**src/rtl/linebuf_3row_ctrl.sv**
```systemverilog
// Sequencer for the two cascaded line FIFOs feeding the 3x3 window stage.
// Row 0 fills FIFO1, row 1 shifts FIFO1 into FIFO2, and later rows emit
// vertically aligned 3-pixel columns. Both FIFOs are drained after the last row.
module linebuf_3row_ctrl #(
  parameter int P_DATA_WIDTH = 8,
  parameter int P_IMG_WIDTH  = 640,
  parameter int P_IMG_HEIGHT = 512
) (
  input  logic                                                    i_clk,
  input  logic                                                    i_rst,
  input  logic                                                    i_sof,
  input  logic                                                    i_pix_valid,
  input  logic [P_DATA_WIDTH-1:0]                                 i_pix_data,
  output logic                                                    o_ready,
  output logic                                                    o_wr_en1,
  output logic [P_DATA_WIDTH-1:0]                                 o_din1,
  output logic                                                    o_rd_en1,
  input  logic [P_DATA_WIDTH-1:0]                                 i_dout1,
  input  logic                                                    i_full1,
  input  logic                                                    i_empty1,
  output logic                                                    o_wr_en2,
  output logic [P_DATA_WIDTH-1:0]                                 o_din2,
  output logic                                                    o_rd_en2,
  input  logic [P_DATA_WIDTH-1:0]                                 i_dout2,
  input  logic                                                    i_full2,
  input  logic                                                    i_empty2,
  output logic                                                    o_col_valid,
  output logic [P_DATA_WIDTH-1:0]                                 o_col_top,
  output logic [P_DATA_WIDTH-1:0]                                 o_col_mid,
  output logic [P_DATA_WIDTH-1:0]                                 o_col_bot,
  output logic [((P_IMG_WIDTH  > 1) ? $clog2(P_IMG_WIDTH)  : 1)-1:0] o_col_x,
  output logic [((P_IMG_HEIGHT > 1) ? $clog2(P_IMG_HEIGHT) : 1)-1:0] o_col_y,
  output logic                                                    o_busy,
  output logic                                                    o_err
);

  localparam int XW = (P_IMG_WIDTH  > 1) ? $clog2(P_IMG_WIDTH)  : 1;
  localparam int YW = (P_IMG_HEIGHT > 1) ? $clog2(P_IMG_HEIGHT) : 1;
  localparam logic [XW-1:0] X_LAST = XW'(P_IMG_WIDTH - 1);
  localparam logic [YW-1:0] Y_LAST = YW'(P_IMG_HEIGHT - 1);

  typedef enum logic [2:0] {
    S_IDLE,
    S_ROW0,
    S_ROW1,
    S_STREAM,
    S_DRAIN
  } state_t;

  state_t state, state_n;

  logic [XW-1:0]           x_cnt;
  logic [YW-1:0]           y_cnt;
  logic                    accept;
  logic                    sof_take;
  logic                    err_set;
  logic                    wr2_q;
  logic                    col_valid_q;
  logic [P_DATA_WIDTH-1:0] pix_q;
  logic [XW-1:0]           col_x_q;
  logic [YW-1:0]           col_y_q;
  logic                    err_q;

  assign accept   = o_ready & i_pix_valid;
  assign sof_take = (state == S_IDLE) & i_sof;

  // State register
  always_ff @(posedge i_clk or posedge i_rst) begin
    if (i_rst) begin
      state <= S_IDLE;
    end else begin
      state <= state_n;
    end
  end

  // Next state and same-cycle FIFO strobes
  always_comb begin
    state_n  = state;
    o_ready  = 1'b0;
    o_wr_en1 = 1'b0;
    o_rd_en1 = 1'b0;
    o_rd_en2 = 1'b0;
    o_busy   = 1'b1;
    case (state)
      S_IDLE: begin
        o_busy = 1'b0;
        if (i_sof) begin
          state_n = S_ROW0;
        end
      end
      S_ROW0: begin
        o_ready  = 1'b1;
        o_wr_en1 = i_pix_valid;
        if (i_pix_valid && (x_cnt == X_LAST)) begin
          state_n = S_ROW1;
        end
      end
      S_ROW1: begin
        o_ready  = 1'b1;
        o_wr_en1 = i_pix_valid;
        o_rd_en1 = i_pix_valid;
        if (i_pix_valid && (x_cnt == X_LAST)) begin
          state_n = S_STREAM;
        end
      end
      S_STREAM: begin
        o_ready  = 1'b1;
        o_wr_en1 = i_pix_valid;
        o_rd_en1 = i_pix_valid;
        o_rd_en2 = i_pix_valid;
        if (i_pix_valid && (x_cnt == X_LAST) && (y_cnt == Y_LAST)) begin
          state_n = S_DRAIN;
        end
      end
      S_DRAIN: begin
        o_rd_en1 = 1'b1;
        o_rd_en2 = 1'b1;
        if (x_cnt == X_LAST) begin
          state_n = S_IDLE;
        end
      end
      default: begin
        state_n = S_IDLE;
      end
    endcase
  end

  assign o_din1 = o_wr_en1 ? i_pix_data : '0;

  // Raster position; during DRAIN the x counter doubles as the drain cycle count
  always_ff @(posedge i_clk or posedge i_rst) begin
    if (i_rst) begin
      x_cnt <= '0;
      y_cnt <= '0;
    end else if (sof_take) begin
      x_cnt <= '0;
      y_cnt <= '0;
    end else if (accept || (state == S_DRAIN)) begin
      if (x_cnt == X_LAST) begin
        x_cnt <= '0;
        if (state != S_DRAIN) begin
          y_cnt <= (y_cnt == Y_LAST) ? '0 : y_cnt + 1'b1;
        end
      end else begin
        x_cnt <= x_cnt + 1'b1;
      end
    end
  end

  // One-cycle pipeline: FIFO read data lands the cycle after the accepted pixel
  always_ff @(posedge i_clk or posedge i_rst) begin
    if (i_rst) begin
      wr2_q       <= 1'b0;
      col_valid_q <= 1'b0;
      pix_q       <= '0;
      col_x_q     <= '0;
      col_y_q     <= '0;
    end else begin
      wr2_q       <= accept && ((state == S_ROW1) || (state == S_STREAM));
      col_valid_q <= accept && (state == S_STREAM);
      if (accept) begin
        pix_q   <= i_pix_data;
        col_x_q <= x_cnt;
        col_y_q <= y_cnt;
      end
    end
  end

  assign o_wr_en2    = wr2_q;
  assign o_din2      = wr2_q ? i_dout1 : '0;
  assign o_col_valid = col_valid_q;
  assign o_col_top   = col_valid_q ? i_dout2 : '0;
  assign o_col_mid   = col_valid_q ? i_dout1 : '0;
  assign o_col_bot   = col_valid_q ? pix_q   : '0;
  assign o_col_x     = col_x_q;
  assign o_col_y     = col_y_q;

  assign err_set = (i_sof & (state != S_IDLE))
                 | (i_pix_valid & ~o_ready)
                 | (o_wr_en1 & i_full1)
                 | (o_wr_en2 & i_full2)
                 | (o_rd_en1 & i_empty1)
                 | (o_rd_en2 & i_empty2);

  // Sticky protocol error, cleared only by an accepted start of frame
  always_ff @(posedge i_clk or posedge i_rst) begin
    if (i_rst) begin
      err_q <= 1'b0;
    end else if (sof_take) begin
      err_q <= 1'b0;
    end else if (err_set) begin
      err_q <= 1'b1;
    end
  end

  assign o_err = err_q;

endmodule

```
**config.mk**
```make
export PLATFORM = sky130hd
export DESIGN_NAME = linebuf_3row_ctrl
export DESIGN_NICKNAME = d
export VERILOG_FILES = /design/src/rtl/linebuf_3row_ctrl.sv
export SDC_FILE = /design/constraint.sdc
export NUM_CORES = 1
export LEC_CHECK = 0
export CORE_MARGIN = 5
export CORE_UTILIZATION = 30
export DETAILED_ROUTE_END_ITERATION = 8
export DONT_BUFFER_PORTS = 1
export SLEW_MARGIN = 30
export SYNTH_ARGS = -nofsm -noshare
export SYNTH_HDL_FRONTEND = slang
export SYNTH_SLANG_ARGS = --single-unit
```
**constraint.sdc**
```tcl
create_clock -name i_clk -period 2.1 [get_ports i_clk]
set_input_delay 0.315 -clock i_clk [delete_from_list [all_inputs] [get_ports i_clk]]
set_output_delay 0.315 -clock i_clk [all_outputs]
set_load 0.05 [all_outputs]
```
==> results.py <==
metrics = {
    "place": {
        "gp_congestion": 0.8350,
        "dpl.hpwl_um": 5650,
        "io_buffer_count": 0,
        "placed_cell_area_um2": 3122,
    },
    "cts": {
        "cts_buffer_depth": 2,
        "clock-sinks": 52,
        "cts_buffers": 5,
        "cts_root_buffer": "clkbuf_8",
        "insertion_delay_ns": 0.30,
        "cts_max_level": 2,
        "clk_pin_slew_ns": 0.09,
        "cts_tree": "yes",
    },
    "synth": {
        "synth_area_um2": 2720,
        "synth_top_area_cell": "dfrtp_1",
        "synth_edf_count": 0,
        "ys_seq_area_share_pct": 47.84,
        "synth_fp_nets": 337,
        "synth_commonest_cells": "nand2_1 (75), dfrtp_1 (52), and2_1 (34)",
        "yosys_register_bits": 52,
        "synth_most_common_cell": "nand2_1",
        "async_flop_share_pct": 100.0,
        "yosysTopAreaCellShare_pct": 47.84,
        "dominantRegCellSynth": "dfrtp_1",
        "synth_area_leaders": "dfrtp_1 (48%), nand2_1 (10%), and2_1 (7.8%)",
        "ys_types": 50,
        "syn_inst": 302,
        "avgSynthCellArea_um2": 9.007,
        "yosys_warnings": 0,
    },
    "die": {
        "pin_count": 99,
        "coreArea_um2": 8763,
        "rows": 34,
        "start_util_pct": 31.04,
        "fp.dieW_um": 105.2,
        "dieArea_um2": 11070,
        "dieHeight_um": 105.2,
    },
    "routing": {
        "vias_per_cell": 5.282,
        "ant_nets": 0,
        "wl_per_cell_um": 16.85,
        "first_pass_iters": 4,
        "drcViolationCount": 0,
        "drtIter0Drc": 117,
        "routed_wl_um": 7481,
        "vias": 2345,
    },
    "global_routing": {
        "grt_pass1_vias": 2410,
        "grt_max_degree": 31,
        "grt_pass1_wl_um": 12570,
        "gr-total-overflow": 0,
        "grt_antenna_before_repair": 0,
        "grtUsageTotal_pct": 13.71,
    },
    "setup_path": {
        "critPathMaxFanout": 13,
        "worst-setup-path-type": "flip-flop to primary output",
        "reg2regPathDepth": 5,
        "reg2reg_slack_ns": 0.20,
        "r2r_start": "x_cnt[0]",
        "crit_arrival_ns": 1.65,
        "r2r_end": "x_cnt[4]",
        "endpoint_kind": "primary output",
        "cp-start-kind": "flip-flop",
        "crit_required_ns": 1.78,
    },
    "timing": {
        "drv_slew": 0,
        "fin_crit_sh_pct": 93.49,
        "finalClockSkew_ns": 0.007925,
        "finalSetupTns_ns": 0,
        "setup_viol": 0,
        "rsz0062_at_grt": "false",
        "clock.fmax_mhz": 509.3,
        "slew_headroom_pct": 64.78,
        "period_minus_slack_ns": 1.963,
        "tightest_slew_ns": 0.5136,
        "hold_viol": 0,
        "whs_ns": 0.1923,
    },
    "run_status": {
        "outcome": "completed",
    },
    "cells_and_area": {
        "utilization_pct": 36.96,
        "diodes": 0,
        "syn_to_final_growth_pct": 19.09,
        "drive_gt1_share_pct": 19.94,
        "fin_area_um2": 3239,
        "nets": 370,
    },
    "pwr": {
        "p_per_area_nw_per_um2": 790.8,
        "power_leakage_uw": 0.001626,
        "ir_drop_mv": 0.2852,
    },
    "hold_path": {
        "hp-class": "primary input to flip-flop",
        "min_from": "i_sof",
        "holdPathEnd": "o_err",
        "holdPathStages": 2,
    },
    "run": {
        "cap_violations": 0,
    },
}
layer usage:
metal / vias to the layer above / global-route usage [%] / wire length (um)
li1: 1124 / - / -
met1: 1117 / 16.14 / 3053
met2: 98 / 23.41 / 3604
met3: 6 / 5.562 / 766
met4: 0 / 3.105 / 57
met5: - / 0 / 0
worst max-delay path by stage:
stage / cells past startpoint / from / end
after floorplan: 3 / state[2] / o_ready
after global placement: 5 / x_cnt[0] / y_cnt[4]
after detailed placement: 5 / state[0] / y_cnt[6]
after CTS: 2 / state[2] / o_din1[7]
after global routing: 5 / x_cnt[0] / x_cnt[4]
final: 3 / state[0] / o_din1[2]
state kept, by name, summed over array words and instances (netlist names):
name / cells
o_col_x: 10
o_col_valid: 1
o_err: 1
o_wr_en2: 1
pix_q: 8
state: 3
o_col_y: 9
y_cnt: 9
x_cnt: 10
where the power goes:
part | switching [uW] | internal, uW | leakage (uW)
Sequential | 266 | 1120 | 0.000695
Combinational | 387 | 194 | 0.000886
Clock | 323 | 270 | 0.0000455
Total | 976 | 1590 | 0.00163
cell type report:
cell class	count	area [um^2]
fillers	921	5524
multi-input cells	228	1346
flip-flops and latches	52	1304
repair buffers	44	345.3
well taps	108	135.1
clock buffers	8	90.09
inverters	4	18.77
metrics by stage:
step,worst slack (ns),power (uW),cells
3_5_place_dp,0.1355,1991,435
5_1_grt,0.01601,2707,444
6_report,0.1367,2562,444
3_3_place_gp,0.2276,1979,435
2_1_floorplan,0.2776,1811,302
4_1_cts,0.01450,2588,444
cell usage in the layout (no fill, tap or decap), types with 2 or more instances in the layout:
cell type / count
nand3_1: 5
o21ai_1: 8
dfrtp_1: 50
a311oi_1: 4
or3_1: 2
nand2_1: 75
and3_1: 3
a211oi_1: 2
nor3b_1: 4
buf_4: 42
nand4b_1: 2
clkbuf_8: 6
a21oi_1: 5
a221oi_1: 2
and3_2: 9
a31oi_1: 2
a21o_1: 10
nand4_1: 7
ha_1: 3
inv_2: 2
clkbuf_1: 2
dfrtp_2: 2
nand2b_1: 2
nor3_1: 2
and2_1: 34
o21ai_0: 5
o31ai_1: 12
nor2_1: 7
critical path, stage by stage, from the launching register on:
cell and delay (ns):
dfrtp_2 0.49, o21a_1 0.29, buf_4 0.20, and3_2 0.37
repair_timing:
action	4_1_cts	5_1_grt
gates resized for setup	7	5
hold endpoints to repair	23	0
endpoints found under the setup margin	7	12
hold buffers	1	0
setup buffers	0	0
pin swaps	0	0
kinds of logic (layout without fill, tap and decap cells):
family,Yosys count,after routing,share of synthesized area (%)
DFF,52,52,47.84
AOI/OAI and AO/OA,58,58,15.23
buffers and inverters,22,56,3.081
and+or+nand+nor,163,163,31.05
muxes,2,2,0.7820
adders and majority gates,3,3,1.380
xor gates and xnor gates,2,2,0.6441
Power figures use the tool's default switching activity.
